**src/rtl/branch_resolve_pkg.sv**
```systemverilog
// Shared definitions for the EX-stage branch resolver: funct3 encodings,
// redirect FSM states and the BHT counter reset value.
package branch_resolve_pkg;

    localparam logic [2:0] F3_BEQ  = 3'b000;
    localparam logic [2:0] F3_BNE  = 3'b001;
    localparam logic [2:0] F3_BLT  = 3'b100;
    localparam logic [2:0] F3_BGE  = 3'b101;
    localparam logic [2:0] F3_BLTU = 3'b110;
    localparam logic [2:0] F3_BGEU = 3'b111;

    // Weak not-taken: first encounter of a branch predicts fall-through.
    localparam logic [1:0] BHT_RESET = 2'b01;

    typedef enum logic {
        ST_IDLE     = 1'b0,
        ST_REDIRECT = 1'b1
    } state_t;

endpackage

```
**src/rtl/br_bht.sv**
```systemverilog
// Branch history table of 2-bit saturating counters, indexed by word-aligned
// PC bits, with one combinational read port and one update port.
module br_bht
    import branch_resolve_pkg::*;
#(
    parameter int PCW     = 32,
    parameter int BHT_IDX = 4
) (
    input  logic           clk,
    input  logic           rst_n,
    input  logic [PCW-1:0] rd_pc,
    output logic           rd_taken,
    input  logic           upd_en,
    input  logic [PCW-1:0] upd_pc,
    input  logic           upd_taken
);

    localparam int ENTRIES = 1 << BHT_IDX;

    logic [1:0]         ctr [ENTRIES];
    logic [BHT_IDX-1:0] rd_idx;
    logic [BHT_IDX-1:0] upd_idx;

    assign rd_idx   = rd_pc[BHT_IDX+1:2];
    assign upd_idx  = upd_pc[BHT_IDX+1:2];
    // Read sees the pre-update value when read and write hit the same entry.
    assign rd_taken = ctr[rd_idx][1];

    always_ff @(posedge clk or negedge rst_n) begin
        if (!rst_n) begin
            for (int i = 0; i < ENTRIES; i++) begin
                ctr[i] <= BHT_RESET;
            end
        end else if (upd_en) begin
            if (upd_taken) begin
                if (ctr[upd_idx] != 2'b11) ctr[upd_idx] <= ctr[upd_idx] + 2'b01;
            end else begin
                if (ctr[upd_idx] != 2'b00) ctr[upd_idx] <= ctr[upd_idx] - 2'b01;
            end
        end
    end

    logic unused_pc_bits;
    assign unused_pc_bits = ^{rd_pc[PCW-1:BHT_IDX+2], rd_pc[1:0],
                              upd_pc[PCW-1:BHT_IDX+2], upd_pc[1:0]};

endmodule

```
**src/rtl/branch_resolve.sv**
```systemverilog
// EX-stage branch resolution: decides taken/not-taken from comparator flags,
// detects mispredicts, and holds a PC redirect to fetch until it is accepted.
module branch_resolve
    import branch_resolve_pkg::*;
#(
    parameter int PCW     = 32,
    parameter int BHT_IDX = 4,
    parameter int CNTW    = 16
) (
    input  logic            clk,
    input  logic            rst_n,
    input  logic            ex_valid,
    input  logic            ex_is_jump,
    input  logic [2:0]      ex_funct3,
    input  logic [PCW-1:0]  ex_pc,
    input  logic [PCW-1:0]  ex_target,
    input  logic            ex_pred_taken,
    output logic            br_un,
    input  logic            br_eq,
    input  logic            br_lt,
    output logic            redir_valid,
    input  logic            redir_ready,
    output logic [PCW-1:0]  redir_pc,
    output logic            stall,
    input  logic [PCW-1:0]  pred_pc,
    output logic            pred_taken,
    output logic [CNTW-1:0] mispred_cnt
);

    state_t         state_q;
    state_t         state_d;
    logic           taken;
    logic           cond_branch;
    logic           accepted;
    logic           mispredict;
    logic [PCW-1:0] correct_pc;

    assign br_un = ex_funct3[1];

    // Illegal funct3 resolves not-taken and is excluded from BHT training.
    always_comb begin
        taken       = 1'b0;
        cond_branch = 1'b0;
        if (ex_is_jump) begin
            taken = 1'b1;
        end else begin
            case (ex_funct3)
                F3_BEQ:           begin taken = br_eq;  cond_branch = 1'b1; end
                F3_BNE:           begin taken = !br_eq; cond_branch = 1'b1; end
                F3_BLT, F3_BLTU:  begin taken = br_lt;  cond_branch = 1'b1; end
                F3_BGE, F3_BGEU:  begin taken = !br_lt; cond_branch = 1'b1; end
                default:          ;
            endcase
        end
    end

    // Instructions arriving while a redirect is pending are wrong-path.
    assign accepted   = ex_valid && (state_q == ST_IDLE);
    assign mispredict = accepted && (taken != ex_pred_taken);
    assign correct_pc = taken ? ex_target : ex_pc + PCW'(4);

    always_comb begin
        state_d = state_q;
        case (state_q)
            ST_IDLE:     if (mispredict)  state_d = ST_REDIRECT;
            ST_REDIRECT: if (redir_ready) state_d = ST_IDLE;
            default:     state_d = ST_IDLE;
        endcase
    end

    always_ff @(posedge clk or negedge rst_n) begin
        if (!rst_n) begin
            state_q     <= ST_IDLE;
            redir_valid <= 1'b0;
            redir_pc    <= '0;
            mispred_cnt <= '0;
        end else begin
            state_q     <= state_d;
            redir_valid <= (state_d == ST_REDIRECT);
            if (mispredict) begin
                redir_pc <= correct_pc;
                if (mispred_cnt != '1) mispred_cnt <= mispred_cnt + CNTW'(1);
            end
        end
    end

    assign stall = (state_q == ST_REDIRECT);

    br_bht #(
        .PCW     (PCW),
        .BHT_IDX (BHT_IDX)
    ) u_bht (
        .clk       (clk),
        .rst_n     (rst_n),
        .rd_pc     (pred_pc),
        .rd_taken  (pred_taken),
        .upd_en    (accepted && cond_branch),
        .upd_pc    (ex_pc),
        .upd_taken (taken)
    );

endmodule

```
**config.mk**
```make
export PLATFORM = sky130hd
export DESIGN_NAME = branch_resolve
export DESIGN_NICKNAME = d
export VERILOG_FILES = /design/src/rtl/branch_resolve_pkg.sv /design/src/rtl/br_bht.sv /design/src/rtl/branch_resolve.sv
export SDC_FILE = /design/constraint.sdc
export NUM_CORES = 1
export LEC_CHECK = 0
export CAP_MARGIN = 20
export CORE_MARGIN = 2
export CORE_UTILIZATION = 29
export DETAILED_ROUTE_END_ITERATION = 7
export PLACE_DENSITY_LB_ADDON = 0.12
export SLEW_MARGIN = 30
export SYNTH_ARGS = -nofsm -noshare
export SYNTH_HDL_FRONTEND = slang
export SYNTH_SLANG_ARGS = --single-unit
```
**constraint.sdc**
```tcl
create_clock -name clk -period 3.45 [get_ports clk]
set_clock_uncertainty 0.15 [all_clocks]
set_input_delay 0.69 -clock clk [delete_from_list [all_inputs] [get_ports clk]]
set_output_delay 0.69 -clock clk [all_outputs]
set_load 0.02 [all_outputs]
```
# After elaboration in Yosys (flattened, before gate mapping)
# Index checks and enable logic that the tools add are counted.
dict set report classes {
  addsub 4
  n_reduce_logical 14
  eq_ne 9
  n_bitwise 3
  n_mux 21
  magnitude_cmp 3
}
# op count
set ops {}
lappend ops {{two-way mux 32 bit} 4}
lappend ops {{bitwise mux 32 bit} 2}
lappend ops {{adder 32 x 3 -> 32 bit (second input constant)} 1}
lappend ops {{adder 16 x 1 -> 16 bit (second input constant)} 1}
lappend ops {{binary-select mux 2 bit (select 4 bit)} 2}
lappend ops {{inequality test 16 bit (second input constant)} 1}
lappend ops {{== test 3 bit (second input constant)} 4}
lappend ops {{>= comparator 5 bit (second input constant)} 2}
lappend ops {{two-way mux 2 bit} 5}
lappend ops {{NOT 4 -> 5 bit} 2}
lappend ops {{demux 2 bit (select 4 bit)} 1}
lappend ops {{OR reduction 6 bit} 1}
lappend ops {{< comparator 5 x 1 -> 1 bit (second input constant)} 1}
lappend ops {{two-way mux 1 bit} 5}
lappend ops {{logical AND 1 bit} 4}
lappend ops {{one-hot mux 1 bit (4 select lines)} 1}
lappend ops {{nonzero test 2 bit} 2}
lappend ops {{OR reduction 2 bit} 2}
lappend ops {{== test 3 x 1 -> 1 bit (second input constant)} 1}
lappend ops {{logical NOT 3 bit} 1}
lappend ops {{AND reduction 3 bit} 1}
lappend ops {{adder 2 x 1 -> 2 bit (second input constant)} 1}
lappend ops {{logical NOT 1 bit} 2}
lappend ops {{inequality test 2 x 1 -> 1 bit (second input constant)} 1}
lappend ops {{6 further kinds} 6}
dict set report totals {
  elab_cells 73
  inputBits 107
  reg_bits 81
}

# Longest topological paths before layout
dict set report logic_depth {
  word_depth 8
  mapped_depth 12
}

# Hierarchy
# Synthesis repeated with hierarchy kept, for this count alone.
dict set report unflattened {
  hier_cells 482
  area_unflattened_um2 5013.6
}
# mod area_per_inst_um2 seq_area_each_um2 cells_each n_inst
set modules_own_cells {}
lappend modules_own_cells {branch_resolve 2996.6 1226.2 340 1}
lappend modules_own_cells {br_bht 2016.9 820.8 142 1}

# Least setup slack after synthesis
# Ideal clock, no wire load.
dict set report synth_path {
  path_type {input port to flip-flop}
  from {in ex_pc[2]}
  to {reg u_bht.ctr[17] in the netlist's numbering}
  path_slack_ps 179
  setup_time_ps 125
  path_stages 12
  arrival_ps 2997
  n_path_buf 3
  required_time_ps 3175
  path_cell_list {buf_4 > mux4_2 > mux2i_1 > nand2_1 > o21ai_2 > buf_2 > inv_1 > ha_1 > a22oi_2 > buf_2 > nand3_1 > mux2_2}
}
dict set report synth_via {
  elab_chain_len 8
  elab_cells_between_ends 21
  classes_between {2 x add/sub; 2 x order compare; 2 x eq/ne; 10 x mux; 1 x bitwise; 4 x reduce/logical}
}
# element line
set synth_rtl {}
lappend synth_rtl {{from (decl)} branch_resolve.sv:15} ;# input logic [PCW-1:0] ex_pc,
lappend synth_rtl {{NOT 4 -> 5 bit (implied by the code) (*)} {br_bht.sv:36, br_bht.sv:38}}
lappend synth_rtl {{binary-select mux 2 bit (select 4 bit), or another cell as far along} {br_bht.sv:36, br_bht.sv:38}}
lappend synth_rtl {{two-way mux 2 bit (implied by the code) / logical AND 1 bit (equally long branches)} {br_bht.sv:36, br_bht.sv:38}}
lappend synth_rtl {{two-way mux 2 bit (implied by the code)} {br_bht.sv:36, br_bht.sv:38}}
lappend synth_rtl {{subtractor 2 x 1 -> 2 bit, or another cell as far along} br_bht.sv:38} ;# if (ctr[upd_idx] != 2'b00) ctr[upd_idx] <= ctr[upd_idx] - 2'b01;
lappend synth_rtl {{bitwise mux 32 bit (on tied branches)} {br_bht.sv:38, br_bht.sv:36}}
lappend synth_rtl {{two-way mux 32 bit (on tied branches)} {br_bht.sv:38, br_bht.sv:36}}
lappend synth_rtl {{two-way mux 32 bit} br_bht.sv:35} ;# if (upd_taken) begin
lappend synth_rtl {{to (signal, indexed assignment)} br_bht.sv:32} ;# ctr[i] <= BHT_RESET;
lappend synth_rtl {{to (decl)} br_bht.sv:20} ;# logic [1:0] ctr [ENTRIES];
# Mark *: on every way between the ends. The rest lies on a longest branch, timed or not. The select of a mux whose other input is x is not followed.
# A chain may end at the register's enable or synchronous reset.

# Worst setup path after layout
dict set report layout_path {
  from {in pred_pc[3]}
  to {out pred_taken}
}
dict set report layout_via {
  elab_chain_len 4
}
# element line
set layout_rtl {}
lappend layout_rtl {{from (decl)} branch_resolve.sv:25} ;# input logic [PCW-1:0] pred_pc,
lappend layout_rtl {{NOT 4 -> 5 bit (implied by the code)} br_bht.sv:27} ;# assign rd_taken = ctr[rd_idx][1];
lappend layout_rtl {{binary-select mux 2 bit (select 4 bit)} br_bht.sv:27}
lappend layout_rtl {{two-way mux 2 bit (implied by the code) (2 in series)} br_bht.sv:27}
lappend layout_rtl {{to (decl)} branch_resolve.sv:26} ;# output logic pred_taken,
# No other way between the ends. The select of a mux whose other input is x is not followed.

==> summary.md <==
| Metric | Value |
|---|---|
| Status | `finished, final reports clean` |
| Required @ worst endpoint | `2.61 ns` |
| I/O Buffers | `130` |
| CP startpoint kind | `primary input` |
| Leak Pwr | `2.91 nW` |
| DRT Pass-1 Iters | `5` |
| Initial Util | `29.8%` |
| Arr. time, crit path | `2.49 ns` |
| Worst-margin pin slew | `0.763 ns` |
| Vias in the first global route | `4434` |
| Final Max Tran Viols | `0` |
| H-tree depth | `3` |
| Final RePlAce weighted congestion | `0.863` |
| Rel. slew slack | `48.5%` |
| RSZ-0062 raised after global routing | `no` |
| Max-Cap Viols | `0` |
| Nets | `742` |
| Clock transition at the registers of the reported paths | `0.07 ns` |
| Clock Latency Late Sink | `0.35 ns` |
| Antenna violations before repair | `0` |
| Final setup viols | `0` |
| Layout cells sized above 1 | `21.2%` |
| Final WS setup | `0.116 ns` |
| Cell Area, Placed | `6670 um^2` |
| GRT Util Overall | `16.7%` |
| Post-synth top area cell | `dfrtp_1` |
| Row cnt | `47` |
| CTS tree | `built` |
| Final Total Pwr | `3.99 mW` |
| First-pass GRT wire length | `23700 um` |
| I/O pins | `159` |
| TritonCTS Sinks | `81` |
| Core Area | `16700 um^2` |
| Remaining Overflow, GRT | `0` |
| Mapped Nets | `600` |
| Core Util, Final | `42.5%` |
| Synth-to-layout area growth | `42.6%` |
| Routed wire length | `15200 um` |
| Wire per inst | `17.8 um` |
| # DRC | `0` |
| Top cell type's share of synthesized area | `32.7%` |
| Final instance area | `7100 um^2` |
| Yosys reg bits | `81` |
| Clk Tree Root Cell | `clkbuf_16` |
| Area contributors post-synth | `dfrtp_1, dfstp_2, mux2_2` |
| Top_reg_cell synth | `dfrtp_1` |
| Post-synthesis cell type count | `67` |
| Placed Instances | `834` |
| Number of flops mapped to enable cells by yosys | `0` |
| CP Max Fanout | `4` |
| Ys async rst share | `100%` |
| Largest net degree at the start of global routing | `51` |
| Setup TNS Final | `0 ns` |
| Tmin final | `3.33 ns` |
| Avg Vias per Cell | `5.07` |
| Via count | `4322` |
| Hpwl dp | `11300 um` |
| Crit path kind | `primary input to output pin` |
| Most common cell in the netlist | `dfrtp_1` |
| Hold bufs inserted after CTS | `0` |
| Hold Fails Final Rpt | `0` |
| Yosys warns | `0` |
| Cts bufs inserted | `9` |
| PwrDens | `562 nW/um^2` |
| Fin crit share | `96.6%` |
| Die H | `135 um` |
| Fillers | `1644` |
| Syn Std Cell Area | `4980 um^2` |
| Post-Layout Cell Count | `853` |
| Hold Crit Class | `primary input to async pin` |
| Max Clk Rate | `300 MHz` |
| DRT antenna net count | `0` |
| Seq/Total Area, Yosys | `41.1%` |
| DRT iter0 DRCs | `291` |
| Maximum VDD drop | `0.260 mV` |
| Critical Path Sink Type | `output pin` |
| Worst slack at placement | `-0.371 ns` |
| Die width | `135 um` |
| Die ar. | `18200 um^2` |
| Hold WS | `0.226 ns` |
| Clk buf depth | `2` |
| Commonest cells post-synth | `dfrtp_1, nand2_1, nand3_1` |
| Mapped Cells | `486` |
| Antenna Cells | `0` |
| Synth Area per Inst | `10.2 um^2` |
## layer usage
| metal | wire [um] | global-route usage, % | vias to the layer above | part of all wire (%) |
|---|---|---|---|---|
| met1 | 7050 | 22.6 | 2098 | 46 |
| met4 | 328 | 6.31 | 0 | 2.2 |
| li1 | - | - | 2076 | - |
| met5 | 0 | 0 | - | 0 |
| met2 | 7050 | 27.1 | 127 | 47 |
| met3 | 727 | 2.74 | 21 | 4.8 |
## worst max-delay path, stage by stage
cell and delay, ns:
clkdlybuf4s50_1 0.60, mux4_2 0.37, mux4_2 0.49, dlygate4sd2_1 0.34
## placed cells by master, fill, tap and decap left out, types with 6 or more instances in the layout
| cell | count |
|---|---|
| o31ai_1 | 6 |
| buf_12 | 6 |
| mux2_2 | 34 |
| nand3_1 | 35 |
| ha_1 | 7 |
| clkbuf_16 | 10 |
| dfrtp_1 | 65 |
| nand2_1 | 51 |
| xnor2_1 | 18 |
| o21ai_0 | 17 |
| nand4_1 | 9 |
| nor2_1 | 31 |
| inv_1 | 16 |
| a31o_2 | 6 |
| xor2_1 | 12 |
| o21ai_1 | 6 |
| nor3_1 | 10 |
| dfstp_2 | 16 |
| mux2i_1 | 8 |
| buf_4 | 25 |
| clkdlybuf4s50_1 | 126 |
| nor4_1 | 8 |
| mux4_2 | 14 |
## kinds of logic (layout without fill, tap and decap cells)
logic type | Yosys count | in the layout | synth area share (%)
multiplexers | 57 | 57 | 15.9
buffers and inverters | 47 | 194 | 4.80
flip-flops | 81 | 81 | 41.1
XOR/XNOR | 31 | 31 | 5.60
AND/OR/NAND/NOR | 180 | 180 | 18.5
adder cells (fa/ha/maj) | 7 | 7 | 1.76
AO/OA/AOI/OAI | 83 | 83 | 12.3
## layout make-up
cell class                      instances  area [um^2]  share of cell area (%)
Multi-Input combinational cell        358         2730                    38.4
Clock buffer                           10          239                    3.37
Sequential cell                        81         2050                    28.8
Tap cell                              220          275                    3.88
Timing Repair Buffer                  162         1640                    23.0
Clock inverter                          6          115                    1.62
Inverter                               16         60.1                   0.846
## report_power, final
group,switching (mW),internal (mW),total (mW)
registers,0.182,1.22,1.41
logic,0.685,0.731,1.42
clock network,0.435,0.730,1.17
## path summary, 6_finish.rpt
path	start	endpoint	slack (ns)	depth (start not counted)
max in group asynchronous	rst_n	async pin	2.20	2
max reg2reg	u_bht.ctr[1]	u_bht.ctr[23]	0.68	8
min in group clk	redir_pc[13]	redir_pc[13]	0.33	1
max	pred_pc[3]	pred_taken	0.12	4
min	rst_n	mispred_cnt[10]	0.23	1
min reg2reg	redir_pc[13]	redir_pc[13]	0.33	1
## timing repair
| action | CTS | global route |
|---|---|---|
| buffers inserted | 0 | 2 |
| endpoints found under the hold margin | 0 | 0 |
| gates cloned | 0 | 1 |
| setup endpoints to repair | 14 | 19 |
| resized for setup | 3 | 3 |
| pin swaps | 0 | 2 |
(Power assumes the default switching activity.)
